**src/rtl/mproc_v2.sv**
```systemverilog
// mproc_v2: multi-cycle core with FETCH/EXEC/HALT, 8-entry regfile, ALU and carry.
// Ports: clk, reset (sync low), addr/ins_req/ins_valid/ins fetch, cout, halted, illegal, dbg_addr/dbg_data.
module mproc_v2 #(
  parameter int DW = 16,
  parameter int PCW = 16,
  parameter logic [PCW-1:0] RST_PC = '0
) (
  input  logic           clk,
  input  logic           reset,
  output logic [PCW-1:0] addr,
  output logic           ins_req,
  input  logic           ins_valid,
  input  logic [15:0]    ins,
  output logic           cout,
  output logic           halted,
  output logic           illegal,
  input  logic [2:0]     dbg_addr,
  output logic [DW-1:0]  dbg_data
);

  typedef enum logic [1:0] {
    FETCH = 2'd0,
    EXEC  = 2'd1,
    HALT  = 2'd2
  } state_t;

  localparam logic [4:0] OP_ALU  = 5'b00000;
  localparam logic [4:0] OP_LDI  = 5'b00001;
  localparam logic [4:0] OP_JMP  = 5'b00010;
  localparam logic [4:0] OP_BZ   = 5'b00011;
  localparam logic [4:0] OP_HALT = 5'b11111;
  localparam logic [PCW-1:0] PC_ONE = PCW'(1);

  state_t         state_q;
  logic [PCW-1:0] pc_q;
  logic [15:0]    ir_q;
  logic [DW-1:0]  rf_q [8];
  logic           cout_q;
  logic           ins_req_q;
  logic           halted_q;
  logic           illegal_q;

  logic [PCW-1:0] pc_d;
  logic           cout_d;
  logic           wr_en;
  logic [2:0]     wr_idx;
  logic [DW-1:0]  wr_data;
  logic           go_halt;

  logic [DW-1:0]  opa;
  logic [DW-1:0]  opb;
  logic           is_sub;
  logic [DW:0]    sum;

  // Illegal is decided when the word is captured so it can be a
  // registered pulse covering exactly the EXEC cycle.
  function automatic logic bad_op(input logic [4:0] op);
    return !(op == OP_ALU || op == OP_LDI || op == OP_JMP ||
             op == OP_BZ || op == OP_HALT);
  endfunction

  assign opa    = rf_q[ir_q[2:0]];
  assign opb    = rf_q[ir_q[5:3]];
  assign is_sub = (ir_q[10:9] == 2'b01);
  // Subtract as a + ~b + 1 so carry-out means "no borrow".
  assign sum    = {1'b0, opa} + {1'b0, is_sub ? ~opb : opb}
                + {{DW{1'b0}}, is_sub};

  always_comb begin
    pc_d    = pc_q + PC_ONE;
    cout_d  = cout_q;
    wr_en   = 1'b0;
    wr_idx  = ir_q[8:6];
    wr_data = '0;
    go_halt = 1'b0;
    unique case (ir_q[15:11])
      OP_ALU: begin
        wr_en = 1'b1;
        unique case (ir_q[10:9])
          2'b00, 2'b01: begin
            wr_data = sum[DW-1:0];
            cout_d  = sum[DW];
          end
          2'b10: wr_data = opa & opb;
          default: wr_data = opa | opb;
        endcase
      end
      OP_LDI: begin
        wr_en   = 1'b1;
        wr_idx  = ir_q[10:8];
        wr_data = DW'(ir_q[7:0]);
      end
      OP_JMP: pc_d = PCW'(ir_q[10:0]);
      OP_BZ: begin
        if (opa == '0)
          pc_d = pc_q + PCW'($signed(ir_q[10:3]));
      end
      OP_HALT: begin
        pc_d    = pc_q;
        go_halt = 1'b1;
      end
      default: ;
    endcase
  end

  always_ff @(posedge clk) begin
    if (!reset) begin
      state_q   <= FETCH;
      pc_q      <= RST_PC;
      ir_q      <= '0;
      cout_q    <= 1'b0;
      ins_req_q <= 1'b1;
      halted_q  <= 1'b0;
      illegal_q <= 1'b0;
      for (int i = 0; i < 8; i++)
        rf_q[i] <= '0;
    end else begin
      unique case (state_q)
        FETCH: begin
          if (ins_valid) begin
            ir_q      <= ins;
            illegal_q <= bad_op(ins[15:11]);
            ins_req_q <= 1'b0;
            state_q   <= EXEC;
          end
        end
        EXEC: begin
          pc_q      <= pc_d;
          cout_q    <= cout_d;
          illegal_q <= 1'b0;
          if (wr_en)
            rf_q[wr_idx] <= wr_data;
          if (go_halt) begin
            state_q  <= HALT;
            halted_q <= 1'b1;
          end else begin
            state_q   <= FETCH;
            ins_req_q <= 1'b1;
          end
        end
        HALT: ;
        default: begin
          state_q   <= FETCH;
          ins_req_q <= 1'b1;
          halted_q  <= 1'b0;
          illegal_q <= 1'b0;
        end
      endcase
    end
  end

  assign addr     = pc_q;
  assign ins_req  = ins_req_q;
  assign cout     = cout_q;
  assign halted   = halted_q;
  assign illegal  = illegal_q;
  assign dbg_data = rf_q[dbg_addr];

endmodule

```
**config.mk**
```make
export PLATFORM = sky130hd
export DESIGN_NAME = mproc_v2
export DESIGN_NICKNAME = d
export VERILOG_FILES = /design/src/rtl/mproc_v2.sv
export SDC_FILE = /design/constraint.sdc
export NUM_CORES = 1
export LEC_CHECK = 0
export BUFFER_PORTS_ARGS = -buffer_cell sky130_fd_sc_hd__buf_2
export CAP_MARGIN = 20
export CORE_MARGIN = 2
export CORE_UTILIZATION = 50
export CTS_CLUSTER_SIZE = 20
export DETAILED_ROUTE_END_ITERATION = 10
export GPL_ROUTABILITY_DRIVEN = 0
export PLACE_DENSITY = 0.67
export SLEW_MARGIN = 20
export SYNTH_ARGS = -nofsm -noshare
export SYNTH_HDL_FRONTEND = slang
export SYNTH_SLANG_ARGS = --single-unit
```
**constraint.sdc**
```tcl
create_clock -name clk -period 9.85 [get_ports clk]
set_input_delay 0.4925 -clock clk [delete_from_list [all_inputs] [get_ports clk]]
set_output_delay 0.4925 -clock clk [all_outputs]
set_load 0.02 [all_outputs]
```
* After elaboration in Yosys (flattened, before gate mapping)
Memories as Yosys holds them, arrays and structs flattened. A register that Yosys moved wholly into a read port is not among the register bits. Cells that the tools add are included.
Word-level totals: bits in registers 38, bits in latches 0, memory bits (writable) 128, ROM bits 0, output and inout bits 36, memories kept 1
Memories:
- rf_q | words 8, bits a word 16, rd ports 3, clocked after Yosys merged registers in 2, write ports 8, RTL line 37 | logic [DW-1:0] rf_q [8];
Operators by class: add/sub/neg operators 4, $mul 0, divide/modulo/power cells 0, order comparisons 0, eq/ne operators 15, shifts and indexed selects 0, multiplexer cells 30, bitwise gates (word level) 6, reduce and logical (&&, ||, !) cells 20
Operator list (number):
- case mux 16 bit (2 select lines) | 2
- 2-to-1 mux 16 bit | 3
- case mux 16 bit (3 select lines) | 1
- equality test 5 x 2 -> 1 bit, second input constant | 4
- 2-to-1 mux 3 bit | 6
- adder 16 x 16 -> 17 bit | 1
- adder 17 x 1 -> 17 bit | 1
- adder 16 x 1 -> 16 bit, second input constant | 1
- adder 16 bit | 1
- AND 16 bit | 1
- zero test 16 bit | 1
- inverter 16 bit | 1
- OR 16 bit | 1
- OR reduction 16 bit | 1
- 2-to-1 mux 1 bit | 12
- equality test 5 x 1 -> 1 bit, second input constant | 2
- equality test 5 bit, second input constant | 2
- zero test 5 bit | 2
- AND reduction 2 bit | 4
- inequality test 2 bit, second input constant | 3
- case mux 2 bit (3 select lines) | 1
- AND reduction 3 bit | 2
- OR reduction 2 bit | 3
- equality test 2 x 1 -> 1 bit, second input constant | 2
- 8 further kinds | 17

* Longest topological paths before layout
Gate-level depths: netlist of run 1.
depth in word-level cells 9, mapped depth 17, gate-level depth less buffers 15

* Worst setup path before layout of run 1
Ideal clock, no wire load.
path type register to register, start register with a tool-made name, end memory rf_q[0][14], data pin, library setup time 275 ps, arrival time 3650 ps, required time 9575 ps, slack 5925 ps, stages on the path, launching flop included 18, period minus slack after synthesis 3925 ps, path through dfxtp_1 buf_2 buf_2 buf_2 mux4_2 mux2i_1 xnor2_1 ha_1 nor2b_1 o21ai_0 nand2b_1 nand2_1 o31ai_2 a41oi_1 o21ai_1 xor2_1 mux2i_2 nor3_1
RTL lines (RTL line):
- end: declaration | 37

==> results of run 1 <==
[layout by cell type (no fill, tap or decap), types with 6 or more instances in the layout]
cell type    n
edfxtp_1   128
nor3_1      19
o22ai_1      6
mux2_2      27
nand3_1     17
dfxtp_1     42
nor2_1     132
nand2_1    108
ha_1        32
a21o_1      16
xor2_1      15
buf_4       21
mux2i_1     16
o211ai_1    10
a21boi_0    22
clkbuf_16   17
nor3b_1     11
nor2b_1     20
a21oi_1     43
inv_1       17
maj3_1      11
buf_2       57
nor3_2       8
mux4_2      94
and3_1       7
xnor2_1     36
o21ai_0     31
[worst register-to-register path, stage by stage (launching register included)]
cell and delay, ns:
dfxtp_1 0.84, inv_2 0.28, nor2_2 0.61, xnor2_1 0.22, inv_1 0.10, fa_1 0.46
nor2b_1 0.11, o21ai_0 0.08, nand2b_1 0.12, nand2_1 0.09, o31ai_2 0.32, a21oi_1 0.13
xor2_1 0.15, o21ai_0 0.61, nor3b_1 0.26
[path summary, 6_finish.rpt]
check	to	slack [ns]	depth (start not counted)
setup / recovery	rf_q[2][8]	5.29	14
hold / removal	ir_q[7]	0.29	3
setup reg to reg	rf_q[2][8]	5.29	14
hold reg to reg	halted	0.49	2
[cell usage after synthesis, drive strengths merged, types with 10 or more instances]
cell and instances:
nand2 112, a21o 16, nor2b 20, o21ai 35, mux2i 20, mux2 28
nor2 134, xor2 15, inv 19, edfxtp 128, mux4 94, ha 32
xnor2 36, a21boi 22, a21oi 44, o211ai 10, dfxtp 44, nand3 17
buf 24, nor3b 11, nor3 27, maj3 11, clkbuf 42
[cell families (layout without fill, tap and decap cells)]
logic type | count (synthesis) | in the layout | synth area share [%]
flip-flops | 172 | 172 | 40.15
adder cells (fa/ha/maj) | 45 | 45 | 4.679
multiplexers | 142 | 142 | 22.61
buffers and inverters | 86 | 131 | 3.169
XOR/XNOR | 54 | 54 | 4.370
AND/OR/NAND/NOR | 361 | 361 | 14.35
AO/OA/AOI/OAI | 180 | 180 | 10.68
[per-stage QoR]
stage / total power [mW] / hold slack [ns] / setup slack (ns)
detailed placement: 1.368 / 0.4815 / 5.383
global placement: 1.362 / 0.4750 / 5.496
finish: 2.108 / 0.2942 / 5.290
CTS: 2.103 / 0.2874 / 5.361
global route: 2.181 / 0.3022 / 4.997
floorplan: 1.236 / 0.4690 / 5.925
[registers in the layout, summed over array words and instances (netlist names), named ones only]
register and count:
illegal 1, state_q 2, rf_q 128, halted 1
ins_req 1, cout 1, ir_q 16, addr 16
[layout make-up]
cell class,count,area [µm²],area share [%]
multi-input combinational,782,6685,51.46
sequential,172,4727,36.39
timing repair buffer,79,470.5,3.622
clock buffer,18,429.2,3.304
tap,319,399.1,3.073
clock inverter,14,203.9,1.570
inverter,20,75.07,0.5779
[routing by layer]
layer  global-route usage (%)  vias to the layer above
li1                         -                     4013
met3                    6.828                       92
met5                        0                        -
met1                    37.25                     4408
met2                    45.73                      414
met4                    12.86                        0
[power by group]
group          total, mW  internal [mW]  switching, mW  leakage [nW]
combinational      0.527          0.214          0.313          2.75
sequential         0.836          0.806         0.0302          1.68
clock              0.744          0.430          0.314         0.304
total               2.11           1.45          0.657          4.73
==> flow_summary.yaml, run 1 <==
outcome:
  outcome: "finished, final reports clean"
power:
  powerDensity_nw_per_um2: 162.2
  vdd_drop_max_uv: 129.3
  p_leak_nw: 4.733
grt:
  groute.usage.overall_pct: 28.63
  grt.overflow.total: 0
  grt_max_degree: 50
  grt_pass1_wl_mm: 51.65
  antenna_found_initial: 0
  grt_pass1_vias: 8803
setup_path:
  cp_slowest_stage_delay_ns: 0.84
  r2r_start: "ir_q[9]"
  cp.buffers_inverters: 2
  slowest_stage: "dfxtp_1"
  path_class: "reg2reg"
  cp_common_cell: "o21ai_0"
  cp_top_family: "simple AND/OR/NAND/NOR gates"
  cp-end-kind: "register"
  cp.arrival_ns: 4.83
  path_max_fanout: 16
  worst_setup_path_start_kind: "register"
  cp-startpoint: "ir_q[9]"
  critPathRequiredTime_ns: 10.12
  path_cells: "inv_2 > nor2_2 > xnor2_1 > inv_1 > fa_1 > nor2b_1 > o21ai_0 > nand2b_1 > nand2_1 > o31ai_2 > a21oi_1 > xor2_1 > o21ai_0 > nor3b_1"
cts:
  holdBufCountCts: 0
  clkSinkCount: 172
  cts_tree: "yes"
  post_cts_buffers: 0
  h-tree-depth: 4
  cts.path.max_buffers: 2
  cts_root_buf: "clkbuf_16"
  cts_made_buffers: 17
  clkTransAtPathRegs_ns: 0.07
  ctsResizeCount: 0
  clk_latency_ns: 0.45
detailed_routing:
  drt_iter0_markers: 1023
  vias_per_cell: 6.358
  avgRoutedWirePerCell_um: 24.38
  dr.max_layer_used: "met4"
  final_antenna_net_count: 0
  wl_met3_mm: 2.734
  drc: 0
  route.met2.wl_mm: 16.19
  first_pass_iters: 7
  routed_wl_mm: 34.23
  m1WireLength_mm: 13.99
  vias: 8927
floorplanning:
  ioPinCount: 58
  start_util_pct: 50.58
  fp.dieW_um: 157.4
  die_area_um2: 24780
  coreArea_um2: 23260
  fp-row-count: 56
  die_y_um: 157.4
worst_hold_path:
  hp-start: "ins[7]"
  hp-class: "in2reg"
cells_and_area:
  fin_util_pct: 55.84
  final_cell_area_um2: 12990
  stdcell_count: 1404
  fillCellCount: 2042
  antenna_cells: 0
  syn2layout_area_growth_pct: 10.40
  drive_above_1_share_pct: 24.79
  fin_nets: 1128
yosys:
  synth_cell_types: 79
  synth_nets: 1096
  ys_seq_elements: 172
  syn_area_per_cell_um2: 11.31
  ys_warn_count: 0
  synthTopCellsByArea: "edfxtp_1 (33%), mux4_2 (18%), dfxtp_1 (7.5%)"
  synth.cell_area_um2: 11770
  synthArstFlopShare_pct: 0
  synth-edff-count: 128
  yosysTopAreaCellShare_pct: 32.67
  ys.flop_type: "edfxtp_1"
  syn-instance-count: 1040
  yosysTopAreaCell: "edfxtp_1"
  seq_area_frac_synth_pct: 40.15
timing:
  setup_tns_ns: 0
  slew_violations: 0
  tightest_slew_ns: 1.198
  fin_skew_ns: 0.01277
  fin_crit_ns: 4.560
  finalHoldViolations: 0
  finalCritPeriodShare_pct: 46.29
  grt_setup_unrepaired: "false"
  fmax_mhz: 219.3
  setup_viol: 0
  relSlewSlack_pct: 19.96
placed_design:
  post-dp-hpwl_mm: 21.73
  dp_cells: 1371
  io_buffer_count: 57
  placed_cell_area_um2: 12320
run:
  drv_cap: 0
No activity file was read; power rests on OpenSTA's default activity.
==> run 2: changes to the inputs <==
Clock period 9.85 ns to 4.67 ns, I/O delays scaled along.
==> flow_summary.yaml, run 2 (synthesis gave the netlist of run 1 again) <==
setup_path:
  cp-end-kind: "register"
  timing.rr.end: "rf_q[2][14]"
  critPathRequiredTime_ns: 4.84
  cp_common_cell: "buf_4"
  path_cells: "buf_4 > buf_4 > mux4_2 > mux2i_1 > xnor2_1 > ha_1 > o21ai_0 > nand2b_1 > nand2_1 > o31ai_2 > a41oi_1 > o21ai_1 > xor2_1 > mux2i_2 > nor3_1"
  r2r_cells: 15
  worst_setup_path_start_kind: "register"
  regToRegSetupSlack_ns: 0.52
  path_class: "reg2reg"
  cp_slowest_stage_delay_ns: 0.60
  cp.arrival_ns: 4.32
  slowest_stage: "dfxtp_1"
  path_max_fanout: 22
cts:
  cts_tree: "yes"
  ctsResizeCount: 0
  clkSinkCount: 172
  cts.path.max_buffers: 2
  cts_made_buffers: 17
  post_cts_buffers: 0
  holdBufCountCts: 0
  cts_root_buf: "clkbuf_16"
  clkTransAtPathRegs_ns: 0.08
  clk_latency_ns: 0.44
  h-tree-depth: 4
grt:
  antenna_found_initial: 0
  grt.overflow.total: 0
  grt_pass1_wl_mm: 52.14
  grt_max_degree: 47
  groute.usage.overall_pct: 28.73
  grt_pass1_vias: 8844
detailed_routing:
  vias_per_cell: 6.381
  first_pass_iters: 5
  avgRoutedWirePerCell_um: 24.30
  drc: 0
  routed_wl_mm: 34.63
  drt_iter0_markers: 951
  final_antenna_net_count: 0
  vias: 9093
floorplanning:
  die_area_um2: 24780
  ioPinCount: 58
  die_y_um: 157.4
  start_util_pct: 50.58
  fp.dieW_um: 157.4
  fp-row-count: 56
  coreArea_um2: 23260
timing:
  finalHoldViolations: 0
  finalCritPeriodShare_pct: 88.81
  fmax_mhz: 241.1
  setup_viol: 0
  slew_violations: 0
  setup_tns_ns: 0
  worst_hold_slack_ns: 0.04743
  grt_setup_unrepaired: "false"
  tightest_slew_ns: 1.077
  fin_skew_ns: 0.01480
  fin_crit_ns: 4.147
  fin_ws_ns: 0.5228
  relSlewSlack_pct: 28.04
power:
  clock_power_share_pct: 32.9
  swShare_pct: 32.61
  powerDensity_nw_per_um2: 332.6
  p_int_mw: 2.932
  p_comb_share_pct: 26.3
  seqPwrFrac_pct: 40.7
  power.switching_mw: 1.419
  power_mw: 4.351
  vdd_drop_max_uv: 290.9
  p_leak_nw: 4.803
worst_hold_path:
  whs_endpoint: "ir_q[7]"
  min_path_cells: 3
  hp-class: "in2reg"
  hp-start: "ins[7]"
cells_and_area:
  final_cell_area_um2: 13080
  fillCellCount: 1996
  top_register: "rf_q"
  final_common_cell: "nor2_1"
  syn2layout_area_growth_pct: 11.17
  antenna_cells: 0
  fin_nets: 1149
  final_cell_mix: "nor2_1 (133), edfxtp_1 (128), nand2_1 (110)"
  largest_reg_flops: 128
  drive_above_1_share_pct: 25.95
placed_design:
  placed_cell_area_um2: 12490
  io_buffer_count: 57
  post-dp-hpwl_mm: 23.48
  post-place-ws_ns: 0.5281
run:
  drv_cap: 0
outcome:
  outcome: "finished, final reports clean"
run 2: metrics by stage:
stage	utilization, %	instances
after floorplan	-	1040
after global placement	53.69	1392
after detailed placement	53.69	1392
after CTS	56.15	1424
after global routing	56.23	1425
final	56.23	1425
run 2: worst max path at each step:
stage	depth (start not counted)	to	slack (ns)
final	15	rf_q[2][14]	0.52
after detailed placement	13	rf_q[4][13]	0.53
after global placement	15	rf_q[0][15]	0.59
after floorplan	17	rf_q[0][14]	0.74
after global routing	15	rf_q[4][14]	0.18
after CTS	13	rf_q[4][13]	0.51
run 2: cell type report:
class                      instances  area, µm²  share of cell area (%)
sequential                       172       4727                   36.14
clock buffer                      18      429.2                   3.281
clock inverter                    14      143.9                   1.100
timing repair buffer             100      628.1                   4.802
tap                              319      399.1                   3.051
multi-input combinational        782       6678                   51.05
inverter                          20      75.07                  0.5739
run 2: power groups by stage:
stage | combinational [mW] | sequential, mW | clock [mW]
after floorplan | 0.833 | 1.77 | 0
after global placement | 1.12 | 1.80 | 0
after detailed placement | 1.13 | 1.81 | 0
after CTS | 1.13 | 1.77 | 1.43
after global routing | 1.23 | 1.78 | 1.50
final | 1.15 | 1.77 | 1.43
run 2: routing by layer:
| metal | GRT usage, % | vias up | share of wire (%) |
|---|---|---|---|
| met2 | 46.81 | 457 | 49 |
| met3 | 5.589 | 71 | 8.7 |
| li1 | - | 4040 | - |
| met1 | 37.99 | 4525 | 39 |
| met5 | 0 | - | 0 |
| met4 | 11.52 | 0 | 3.3 |
run 2: critical path, delay by kind of cell, from the launching register on:
| family | cells | cell delay (ns) |
|---|---|---|
| adder cells (fa/ha/maj) | 1 | 0.33 |
| AO/OA/AOI/OAI | 4 | 0.81 |
| flip-flops | 1 | 0.60 |
| multiplexers | 3 | 1.04 |
| XOR/XNOR | 2 | 0.21 |
| AND/OR/NAND/NOR | 3 | 0.30 |
| buffers and inverters | 2 | 0.56 |
